`src/rtl/cpu_types_pkg.sv`:
```
// Types and helpers shared by the cache/RAM layer: arbiter FSM states and
// the requester index mapping for each core's icache/dcache pair.
package cpu_types_pkg;

  typedef enum logic {
    IDLE   = 1'b0,
    ACCESS = 1'b1
  } arb_state_t;

  // Requester 2c is the icache of core c; 2c+1 is its dcache.
  function automatic int unsigned ICACHE_REQ(input int unsigned c);
    return 2 * c;
  endfunction

  function automatic int unsigned DCACHE_REQ(input int unsigned c);
    return 2 * c + 1;
  endfunction

endpackage

```
`src/rtl/rr_priority_select.sv`:
```
// Round-robin pick: the first pending index scanning last_grant+1,
// last_grant+2, ... modulo NREQ. Purely combinational.
module rr_priority_select #(
  parameter int NREQ = 4,
  localparam int IW = (NREQ > 1) ? $clog2(NREQ) : 1
) (
  input  logic [NREQ-1:0] pending,
  input  logic [IW-1:0]   last_grant,
  output logic            any,
  output logic [IW-1:0]   winner
);

  logic [IW-1:0] idx;

  // NOTE: every output gets a default before the loop so no path leaves it
  // unassigned; otherwise synthesis infers a latch.
  always_comb begin
    any    = 1'b0;
    winner = '0;
    idx    = '0;
    for (int off = 1; off <= NREQ; off++) begin
      idx = IW'((int'(last_grant) + off) % NREQ);
      if (!any && pending[idx]) begin
        any    = 1'b1;
        winner = idx;
      end
    end
  end

endmodule

```
`src/rtl/ram_arbiter.sv`:
```
// Shares one RAM port among NREQ cache requesters with a non-preemptive
// round-robin arbiter; each grant is latched and held until ram_ready.
module ram_arbiter
  import cpu_types_pkg::*;
#(
  parameter int NREQ = 4,
  parameter int AW   = 32
) (
  input  logic             CLK,
  input  logic             nRST,
  input  logic [NREQ-1:0]    req_ren,
  input  logic [NREQ-1:0]    req_wen,
  input  logic [NREQ*AW-1:0] req_addr,
  input  logic [NREQ*AW-1:0] req_store,
  output logic [NREQ-1:0]    req_ack,
  output logic [AW-1:0]      req_load,
  output logic               busy,
  output logic               ramREN,
  output logic               ramWEN,
  output logic [AW-1:0]      ramaddr,
  output logic [AW-1:0]      ramstore,
  input  logic [AW-1:0]      ramload,
  input  logic               ram_ready
);

  localparam int IW = (NREQ > 1) ? $clog2(NREQ) : 1;

  arb_state_t    state_q, state_d;
  logic [IW-1:0] last_grant_q, last_grant_d;
  logic [IW-1:0] owner_q, owner_d;
  logic          op_q, op_d;          // 1 = write
  logic [AW-1:0] addr_q, addr_d;
  logic [AW-1:0] store_q, store_d;

  logic [NREQ-1:0] pending;
  logic            any_pending;
  logic [IW-1:0]   winner;
  logic            done;

  logic [AW-1:0] addr_arr  [NREQ];
  logic [AW-1:0] store_arr [NREQ];

  assign pending = req_ren | req_wen;

  for (genvar i = 0; i < NREQ; i++) begin : g_unpack
    assign addr_arr[i]  = req_addr[i*AW +: AW];
    assign store_arr[i] = req_store[i*AW +: AW];
  end

  rr_priority_select #(.NREQ(NREQ)) u_select (
    .pending    (pending),
    .last_grant (last_grant_q),
    .any        (any_pending),
    .winner     (winner)
  );

  always_comb begin
    state_d      = state_q;
    last_grant_d = last_grant_q;
    owner_d      = owner_q;
    op_d         = op_q;
    addr_d       = addr_q;
    store_d      = store_q;
    unique case (state_q)
      IDLE: begin
        if (any_pending) begin
          owner_d = winner;
          op_d    = req_wen[winner];  // write wins over a simultaneous read
          addr_d  = addr_arr[winner];
          store_d = store_arr[winner];
          state_d = ACCESS;
        end
      end
      ACCESS: begin
        if (ram_ready) begin
          last_grant_d = owner_q;
          state_d      = IDLE;
        end
      end
      default: state_d = IDLE;
    endcase
  end

  // NOTE: sequential state uses non-blocking assignments so every flop
  // samples its pre-edge value, independent of statement order.
  always_ff @(posedge CLK or negedge nRST) begin
    if (!nRST) begin
      state_q      <= IDLE;
      last_grant_q <= IW'(NREQ - 1);
      owner_q      <= '0;
      op_q         <= 1'b0;
      addr_q       <= '0;
      store_q      <= '0;
    end else begin
      state_q      <= state_d;
      last_grant_q <= last_grant_d;
      owner_q      <= owner_d;
      op_q         <= op_d;
      addr_q       <= addr_d;
      store_q      <= store_d;
    end
  end

  // RAM port is driven only from latched fields, so reset drops the enables
  // immediately and requester inputs never reach it combinationally.
  assign busy     = (state_q == ACCESS);
  assign ramREN   = busy & ~op_q;
  assign ramWEN   = busy & op_q;
  assign ramaddr  = addr_q;
  assign ramstore = store_q;

  assign done     = busy & ram_ready;
  assign req_load = (done && !op_q) ? ramload : '0;
  assign req_ack  = (done && pending[owner_q]) ? (NREQ'(1) << owner_q) : '0;

endmodule

```
`config.mk`:
```
export PLATFORM = sky130hd
export DESIGN_NAME = ram_arbiter
export DESIGN_NICKNAME = d
export VERILOG_FILES = /design/src/rtl/cpu_types_pkg.sv /design/src/rtl/rr_priority_select.sv /design/src/rtl/ram_arbiter.sv
export SDC_FILE = /design/constraint.sdc
export NUM_CORES = 1
export LEC_CHECK = 0
export CAP_MARGIN = 20
export CORE_AREA = 2 2 155 157
export DETAILED_ROUTE_END_ITERATION = 8
export DIE_AREA = 0 0 157 159
export PLACE_DENSITY = 0.59
export RECOVER_POWER = 25
export SLEW_MARGIN = 5
export SYNTH_ARGS = -nofsm -noshare
export SYNTH_HDL_FRONTEND = slang
export SYNTH_SLANG_ARGS = --single-unit
```
`constraint.sdc`:
```
create_clock -name CLK -period 3.9 [get_ports CLK]
set_input_delay 0.78 -clock CLK [delete_from_list [all_inputs] [get_ports CLK]]
set_output_delay 0.78 -clock CLK [all_outputs]
set_load 0.005 [all_outputs]
```
==> Flow_metrics.wiki <==
{| class="wikitable"
! Metric !! Value
|-
| Status || finished with violations
|-
| Failing checks || max-capacitance violations, max-slew violations
|-
| Met2 global-route usage || 0.283
|-
| Chip height || 159 µm
|-
| Per-instance average area after synthesis || 10.6 µm²
|-
| Post-cts resize count || 0
|-
| Setup violation total in the final timing report || 0
|-
| Clock slew seen by the registers of the worst setup and hold paths || 0.06 ns
|-
| Post-place setup slack || 0.484 ns
|-
| Number of antenna violations at the first check in global routing || 3
|-
| Post-CTS Repair Setup Buffers || 0
|-
| Number of instances in the synthesized netlist || 444
|-
| Worst clock skew on the final layout || 0.0132 ns
|-
| Slowest stage cell, crit path || clkdlybuf4s50_1
|-
| CP top delay family || buffers and inverters
|-
| Number of DRC markers in iteration 0 || 177
|-
| Most common cell on crit path || clkdlybuf4s50_1
|-
| DP Wirelength || 15,700 µm
|-
| Final critical-path setup slack || 0.507 ns
|-
| Endpoint arrival time on the critical path || 2.61 ns
|-
| TritonCTS clock tree || yes
|-
| Drt via density || 4.40
|-
| # H-tree levels || 3
|-
| Clock Sinks || 70
|-
| DRT Wirelength || 20,500 µm
|-
| Worst setup SP type || input pin
|-
| Detail-routed net length per standard cell || 17.7 µm
|-
| Signed area change from the synthesized netlist to the final layout || 95.8%
|-
| Largest net degree at the start of global routing || 71
|-
| Critical path buffer and inverter count || 3
|-
| Weighted congestion reported at the end of routability-driven placement || 0.769
|-
| Syn Nets || 743
|-
| Number of endpoints with negative hold slack in the final report || 0
|-
| Final critical path time including I/O delays and setup || 3.39 ns
|-
| Transition at the pin with the smallest max-transition slack || 2.08 ns
|-
| Cell-by-cell listing of the critical path || clkdlybuf4s50_1, nand2_1, nor2_1, buf_4, and2_1, clkdlybuf4s50_1
|-
| Vias after detailed routing || 5,087
|-
| Worst min-delay path category || register to register
|-
| Number of remaining DRC errors || 0
|-
| Number of warnings printed during yosys synthesis || 0
|-
| Top-level I/O count || 402
|-
| GR met1 Demand/Resource || 0.184
|-
| Seq/Total Area, Yosys || 0.373
|-
| Port Buffers || 401
|-
| Overall die area || 25,000 µm²
|-
| NumNets Final || 1,129
|-
| Number of buffers inserted for hold repair after clock tree synthesis || 0
|-
| Critical Path End Type || output pin
|-
| Grt peak-use layer || met2
|-
| Initial core utilization || 0.203
|-
| Number of maximum-capacitance violations || 1
|-
| Final period util || 0.870
|-
| Leakage || 3.75 nW
|-
| Cts bufs inserted || 9
|-
| Unrepaired setup endpoints after global routing || false
|-
| Setup TNS || 0 ns
|-
| CTS root buffer || clkbuf_16
|-
| Number of pins with negative max-slew slack in the final report || 37
|-
| Library cells used by synthesis || 31
|-
| Register bit total from synthesis || 70
|-
| Total core area || 23,200 µm²
|-
| Layout cell share with drive strength beyond 1 || 0.0467
|-
| Required time of the worst setup path || 3.12 ns
|-
| Worst hold slack across all endpoints || 0.484 ns
|-
| Stage delay of the slowest cell on the critical path || 0.53 ns
|-
| Leftover overflow at the end of global routing || 0
|-
| Chip Width || 157 µm
|-
| Total GRT Usage || 0.161
|-
| Critical setup path kind || input pin to output pin
|-
| Buffer depth of the longest clock path || 2
|-
| Commonest non-fill, non-tap cell in the layout || clkdlybuf4s50_1
|-
| Commonest cells after routing, fill and taps aside || clkdlybuf4s50_1, mux2i_1, nand2_1
|-
| Clock insertion delay at the later pin of the skew report || 0.34 ns
|-
| Number of detailed-route iterations in the first pass || 4
|-
| Via count of the first global-routing pass || 5,528
|-
| M3 GR Usage || 0.0490
|-
| Number of rows created at floorplan || 56
|-
| Wire length of the first global-routing pass || 30,900 µm
|-
| Syn Std Cell Area || 4700 µm²
|-
| Worst-case headroom to the max-slew limit || -0.389
|-
| Areal power density over the cells || 465 nW/µm²
|-
| Highest ir drop seen on vdd || 0.000176 V
|-
| Antenna viol nets, final || 0
|-
| Upper clock frequency limit || 0.295 GHz
|-
| Maximum net fanout on the critical path || 32
|}
## metrics by stage
| stage | std cells | utilization | instance area (µm²) | power (mW) |
|---|---|---|---|---|
| 6_report | 1155 | 0.397 | 9200 | 4.28 |
| 5_1_grt | 1155 | 0.397 | 9200 | 4.59 |
| 4_1_cts | 1153 | 0.397 | 9200 | 4.37 |
| 3_5_place_dp | 1137 | 0.384 | 8900 | 3.47 |
| 3_3_place_gp | 1137 | 0.384 | 8900 | 3.46 |
| 2_1_floorplan | 444 | - | 4700 | 2.39 |
## sequential cells by signal, summed over array words and instances (netlist names)
name	count
busy	1
last_grant_q	2
op_q	1
owner_q	2
ramaddr	32
ramstore	32
## cell type report
cell class                 count  area [µm²]
fill                        2306       14000
timing repair buffer         414        4150
multi-input combinational    333        2590
sequential                    70        1750
tap                          319         399
clock buffer                  10         229
clock inverter                 6        70.1
inverter                       2        7.51
antenna                        1        2.50
## worst reg2reg max path, delay by kind of cell, from the launching register on
| kind | cells | cell delay (ns) |
|---|---|---|
| flops | 1 | 0.56 |
| buf+inv | 2 | 0.51 |
| compound gates | 3 | 0.90 |
## power by group
group          total, mW  switching, mW  internal, mW
clock network      0.855          0.354         0.501
registers           1.19          0.170          1.02
logic               2.23          0.891          1.34
## Yosys cell counts
library cell	n	area [µm²]
and2_1	33	206
nand3_1	1	5.00
a211o_1	1	8.76
buf_2	3	15.0
a211oi_1	1	7.51
o21ai_0	1	5.00
o31ai_1	1	7.51
o221ai_1	65	569
nor3_1	3	15.0
nand2b_1	1	6.26
nor4_1	3	18.8
bufbuf_8	3	56.3
buf_12	11	220
nor2_2	1	6.26
dfrtp_1	68	1700
o221ai_2	2	30.0
buf_1	5	18.8
dfstp_2	2	52.6
nand2_1	74	278
a21oi_2	1	8.76
nor2_4	1	11.3
o21a_1	2	15.0
nor4_2	1	12.5
nor2_1	5	18.8
nor2b_1	1	6.26
inv_1	2	7.51
o21ai_1	1	5.00
mux2i_1	130	1300
or2_1	2	12.5
a21oi_1	2	10.0
clkbuf_1	17	63.8
## cells by family (layout without fill, tap and decap cells)
kind of cell | Yosys count | after routing | synth area share
AND/OR/NAND/NOR | 126 | 126 | 0.127
flip-flops | 70 | 70 | 0.373
other | 0 | 1 | 0
buffers and inverters | 41 | 432 | 0.0812
multiplexers | 130 | 130 | 0.277
AO/OA/AOI/OAI | 77 | 77 | 0.142
## per-layer routing
metal  wire (µm)  up-vias  share of wire
li1            -     2442              -
met1        8260     2365           0.40
met2       10000      239           0.49
met3        1590       37          0.078
met4         564        4          0.028
met5          30        -         0.0015
## path summary, 6_finish.rpt
kind,start,to,slack [ns],depth (start not counted)
worst max register to register,last_grant_q[1],ramaddr[2],1.76,5
min in group asynchronous,nRST,ramaddr[10],1.03,1
worst min-delay path,ramaddr[9],ramaddr[9],0.48,2
worst max-delay path,ram_ready,req_load[3],0.51,6
max in group asynchronous,nRST,ramstore[14],0.97,2
worst min register to register,ramaddr[9],ramaddr[9],0.48,2
(Power assumes the default switching activity.)
